<file path="src/rtl/mult_seq_n_pkg.sv">
// Shared constants for the iterative shift-add multiplier: FSM state encoding
// and the default data-path width.
package mult_seq_n_pkg;

  typedef enum logic [1:0] {
    ST_IDLE = 2'b00,
    ST_RUN  = 2'b01,
    ST_FIX  = 2'b10
  } state_e;

  localparam int DEF_WIDTH = 32;

endpackage

</file>
<file path="src/rtl/mult_seq_n_twos_neg.sv">
// Conditional two's-complement negation: Q = EN ? -D : D (purely combinational).
module twos_neg_n
  import mult_seq_n_pkg::*;
#(
  parameter int WIDTH = DEF_WIDTH
) (
  input  logic             EN,
  input  logic [WIDTH-1:0] D,
  output logic [WIDTH-1:0] Q
);

  assign Q = EN ? (~D + WIDTH'(1)) : D;

endmodule

</file>
<file path="src/rtl/mult_seq_n.sv">
// Iterative shift-add multiplier, WIDTH x WIDTH -> 2*WIDTH, one iteration per
// clock. Signed mode works on magnitudes and negates the product at the end.
module mult_seq_n
  import mult_seq_n_pkg::*;
#(
  parameter int WIDTH = DEF_WIDTH
) (
  input  logic             CLK,
  input  logic             RST,
  input  logic             START,
  input  logic             SIGNED,
  input  logic [WIDTH-1:0] A,
  input  logic [WIDTH-1:0] B,
  output logic [WIDTH-1:0] HI,
  output logic [WIDTH-1:0] LO,
  output logic             BUSY,
  output logic             DONE
);

  localparam int CNT_W = $clog2(WIDTH) + 1;

  state_e               state_q, state_d;
  logic [2*WIDTH-1:0]   acc_q, acc_d;
  logic [WIDTH-1:0]     mcnd_q, mcnd_d;
  logic                 neg_q, neg_d;
  logic [CNT_W-1:0]     cnt_q, cnt_d;
  logic [WIDTH-1:0]     hi_q, hi_d;
  logic [WIDTH-1:0]     lo_q, lo_d;
  logic                 busy_q, busy_d;
  logic                 done_q, done_d;

  logic [WIDTH-1:0]     a_mag_s, b_mag_s;
  logic [2*WIDTH-1:0]   res_s;
  logic [WIDTH:0]       sum_s;

  twos_neg_n #(.WIDTH(WIDTH)) u_neg_a (
    .EN (SIGNED & A[WIDTH-1]),
    .D  (A),
    .Q  (a_mag_s)
  );

  twos_neg_n #(.WIDTH(WIDTH)) u_neg_b (
    .EN (SIGNED & B[WIDTH-1]),
    .D  (B),
    .Q  (b_mag_s)
  );

  twos_neg_n #(.WIDTH(2*WIDTH)) u_neg_res (
    .EN (neg_q),
    .D  (acc_q),
    .Q  (res_s)
  );

  // Next-state and data-path update for IDLE/RUN/FIX
  always_comb begin
    state_d = state_q;
    acc_d   = acc_q;
    mcnd_d  = mcnd_q;
    neg_d   = neg_q;
    cnt_d   = cnt_q;
    hi_d    = hi_q;
    lo_d    = lo_q;
    busy_d  = busy_q;
    done_d  = 1'b0;
    // Sum keeps the carry so the shift brings it into the accumulator MSB
    sum_s   = {1'b0, acc_q[2*WIDTH-1:WIDTH]} +
              {1'b0, (acc_q[0] ? mcnd_q : {WIDTH{1'b0}})};
    case (state_q)
      ST_IDLE: begin
        if (START) begin
          mcnd_d  = a_mag_s;
          acc_d   = {{WIDTH{1'b0}}, b_mag_s};
          neg_d   = SIGNED & (A[WIDTH-1] ^ B[WIDTH-1]);
          cnt_d   = {CNT_W{1'b0}};
          busy_d  = 1'b1;
          state_d = ST_RUN;
        end else begin
          state_d = ST_IDLE;
        end
      end
      ST_RUN: begin
        acc_d = {sum_s, acc_q[WIDTH-1:1]};
        cnt_d = cnt_q + CNT_W'(1);
        if (cnt_q == CNT_W'(WIDTH - 1)) begin
          state_d = ST_FIX;
        end else begin
          state_d = ST_RUN;
        end
      end
      ST_FIX: begin
        {hi_d, lo_d} = res_s;
        done_d       = 1'b1;
        busy_d       = 1'b0;
        state_d      = ST_IDLE;
      end
      default: begin
        state_d = ST_IDLE;
        busy_d  = 1'b0;
      end
    endcase
  end

  // State registers with synchronous active-low reset
  always_ff @(posedge CLK) begin
    if (!RST) begin
      state_q <= ST_IDLE;
      acc_q   <= '0;
      mcnd_q  <= '0;
      neg_q   <= 1'b0;
      cnt_q   <= '0;
      hi_q    <= '0;
      lo_q    <= '0;
      busy_q  <= 1'b0;
      done_q  <= 1'b0;
    end else begin
      state_q <= state_d;
      acc_q   <= acc_d;
      mcnd_q  <= mcnd_d;
      neg_q   <= neg_d;
      cnt_q   <= cnt_d;
      hi_q    <= hi_d;
      lo_q    <= lo_d;
      busy_q  <= busy_d;
      done_q  <= done_d;
    end
  end

  assign HI   = hi_q;
  assign LO   = lo_q;
  assign BUSY = busy_q;
  assign DONE = done_q;

endmodule

</file>
<file path="config.mk">
export PLATFORM = sky130hd
export DESIGN_NAME = mult_seq_n
export DESIGN_NICKNAME = d
export VERILOG_FILES = /design/src/rtl/mult_seq_n_pkg.sv /design/src/rtl/mult_seq_n_twos_neg.sv /design/src/rtl/mult_seq_n.sv
export SDC_FILE = /design/constraint.sdc
export NUM_CORES = 1
export LEC_CHECK = 0
export CORE_ASPECT_RATIO = 1.4
export CORE_MARGIN = 1.5
export CORE_UTILIZATION = 35
export DETAILED_ROUTE_END_ITERATION = 8
export PLACE_DENSITY = 0.57
export SLEW_MARGIN = 20
export SYNTH_ARGS = -nofsm -noshare
export SYNTH_HDL_FRONTEND = slang
export SYNTH_SLANG_ARGS = --single-unit
</file>
<file path="constraint.sdc">
create_clock -name CLK -period 6.2 [get_ports CLK]
set_input_delay 1.86 -clock CLK [delete_from_list [all_inputs] [get_ports CLK]]
set_output_delay 1.86 -clock CLK [all_outputs]
set_load 0.005 [all_outputs]
</file>
==> summary.txt <==
Synthesis
  – Synth unique cells: 64
  – Seq/Total Area, Yosys: 32.59%
  – Post-synthesis xor/xnor area fraction: 11.76%
  – Register bit count reported by yosys: 171
  – Simple-gate share of the synthesized area: 20.80%
  – Mapped Cells: 1318
  – Syn nets: 1423
  – Compound-Gate Fraction of Synth Area: 26.26%
  – Number of flops mapped to enable cells by yosys: 0
  – Adder-Cell Fraction of Synth Area: 4.479%
  – Largest family of logic cells by synthesized area: compound AO/OA/AOI/OAI gates
  – Post-synthesis mux area share: 0.3812%
  – Ys Warns: 0
  – Asr flop ratio synth: 0%
  – Post-Syn Area per Cell: 7.969 µm²
  – Prevailing post-synth register cell: dfxtp_1
  – Mapped cell area: 10500 µm²

Floorplan
  – Core Region: 29350 µm²
  – Ports: 134
  – Std-Cell Rows: 74
  – Starting Density: 35.78%
  – Die area: 31070 µm²
  – Die Ht: 208.0 µm
  – Die Width: 149.4 µm

Placement
  – GPL Wtd Cong: 0.8903
  – Port Buffers: 133
  – DP Wirelength: 24810 µm
  – Cells after DPL: 1758

Worst setup path
  – Critical Path Sink Type: flip-flop
  – Worst setup path category: in -> reg
  – R2R depth: 11
  – Arr. time, crit path: 4.75 ns
  – Cells along the critical path: clkdlybuf4s50_1 > or4_4 > nor4_1 > nor3b_1 > nand2_1 > o41ai_1 > xor2_1 > o21ai_0
  – Data required, critical path: 6.51 ns
  – Worst Path Max Fanout: 7
  – Setup crit start kind: input port
  – CP max stage cell: nor3b_1
  – CP peak stage delay: 0.70 ns

Timing
  – Setup Viol. Count Final: 0
  – Clk_skew: 0.01294 ns
  – Setup TNS Final: 0 ns
  – Slew HR: 27.35%
  – Unrepaired setup endpoints after global routing: no
  – Fin crit period: 4.447 ns
  – Hold Vio Cnt, Final: 0
  – Fmax: 0.2249 GHz
  – Period utilization: 71.72%
  – Worst-margin pin slew: 1.087 ns
  – Pins Over Slew Limit: 0

Routing
  – Number of remaining DRC errors: 0
  – DRT antenna net count: 0
  – Vias per cell: 5.511
  – Met3 WL: 821 µm
  – Drt pass-1 iters: 7
  – WL final: 32400 µm
  – Met2 routed wirelength: 17370 µm
  – WL met1: 12470 µm
  – DR iter-0 viols: 617
  – Vias: 9859
  – Wire per inst: 18.11 µm
  – Highest routed layer: met4

Clock network
  – H-tree levels: 4
  – Clock root buffer: clkbuf_16
  – CTS tree: done
  – TritonCTS buffer count: 17
  – Clock sink count: 171
  – Clk_lat worst skew: 0.44 ns
  – CTS Buffer Depth: 2
  – Post-cts hold buffer count: 0
  – Clock-pin slew on the worst setup and hold paths: 0.07 ns
  – Post-CTS sizing: 0
  – Setup Buffers After CTS: 0

Layout
  – Fin cells: 1789
  – ANT cells: 0
  – Nets@finish: 1502
  – Layout cell share with drive strength beyond 1: 4.471%
  – Area Overhead vs Synth: 20.38%

Global routing
  – Overall Global Routing Usage: 21.14%
  – GR Overflow Total: 0
  – Vias in the first global route: 9581
  – Global-route wire length before repair: 51120 µm
  – Pin count of the biggest net entering global routing: 69
  – Initial antenna violation count: 0

Worst hold path
  – Hold Path Class: reg -> reg
  – Worst Hold Path Cells: 2

Pwr
  – Overall power: 2604 µW
  – PD cells: 206.0 nW/µm²
  – Leakage: 0.004991 µW
  – Worst vdd ir: 0.0001997 V

Status
  – Status: finished, final reports clean

Run
  – Max-cap violations: 0
[critical path: cells and delay by family]
kind            cells  cell delay, ns
simple gates        4            1.78
xor+xnor            1            0.17
compound gates      2            0.43
buf+inv             1            0.50
[per-layer routing]
layer,GRT usage [%],vias up
met4,11.74,0
met3,2.675,58
met1,21.99,4672
met5,0,-
met2,40.00,197
li1,-,4932
[sequential cells by signal (all words and copies together) (netlist names)]
signal	cells
DONE	1
LO	32
HI	32
neg_q	1
mcnd_q	32
acc_q	64
BUSY	1
state_q	2
cnt_q	6
[cells in the mapped netlist (16+ instances only)]
master      n  area, µm²
or3_1      16      100.1
o21ai_0   130      650.6
nand4_1    20      125.1
xnor2_1    49      429.2
nand2_1   177      664.4
clkbuf_1   75      281.5
nor2_1     91      341.6
xor2_1     92      805.8
and2_1     37      231.5
nand3_1    16      80.08
o31ai_1    33      247.7
ha_1       36      450.4
inv_1      22      82.58
or4_1      19      142.6
a211oi_1   26      195.2
o211a_1    31      310.3
dfxtp_1   171       3423
a21oi_1    75      375.4
[worst paths after layout]
kind / slack (ns) / endpoint / start
setup / recovery: 1.75 / mcnd_q[29]$_SDFFE_PN0P_ / A[14]
hold / removal: 0.45 / mcnd_q[25]$_SDFFE_PN0P_ / mcnd_q[25]$_SDFFE_PN0P_
setup reg to reg: 2.36 / acc_q[57]$_SDFFE_PN0P_ / acc_q[0]$_SDFFE_PN0P_
hold reg to reg: 0.45 / mcnd_q[25]$_SDFFE_PN0P_ / mcnd_q[25]$_SDFFE_PN0P_
[layout by cell type (no fill, tap or decap), types with 17 or more instances in the layout]
cell	netlist	routed
nand4_1	20	20
a21oi_1	75	75
nand2_1	177	177
inv_1	22	22
o211a_1	31	31
dfxtp_1	171	170
o31ai_1	33	33
and2_1	37	36
ha_1	36	36
a211oi_1	26	26
clkbuf_16	0	17
xor2_1	92	92
clkdlybuf4s50_1	0	132
o21ai_0	130	130
or4_1	19	19
nor2_1	91	89
xnor2_1	49	49
[where the power goes]
part | internal, µW | switching, µW
clock | 567 | 468
combinational | 154 | 220
sequential | 1140 | 58.5
[metrics by stage]
stage | cell area, µm² | hold WS [ns] | setup WS, ns | utilization [%]
4_1_cts | 12640 | 0.4529 | 1.796 | 43.07
3_3_place_gp | 12080 | 0.4384 | 1.427 | 41.17
2_1_floorplan | 10500 | 0.4273 | 2.157 | -
5_1_grt | 12640 | 0.4721 | 1.589 | 43.08
3_5_place_dp | 12080 | 0.4434 | 1.342 | 41.17
6_report | 12640 | 0.4532 | 1.754 | 43.08
[cell type report]
cell class	count	area, µm²
clock buffer	20	446.7
clock inverter	11	111.4
fill	2989	16710
inverter	22	82.58
multi-input combinational	1043	6706
sequential	171	3427
tap	380	475.5
timing repair buffer	142	1394
[logic make-up (layout without fill, tap and decap cells)]
kind of cell	after synthesis	in the layout
buffers and inverters	104	195
adders and majority gates	37	37
DFF	171	171
muxes	4	4
xor gates and xnor gates	141	141
and+or+nand+nor	448	448
AOI/OAI and AO/OA	413	413
No activity file was read; power rests on OpenSTA's default activity.
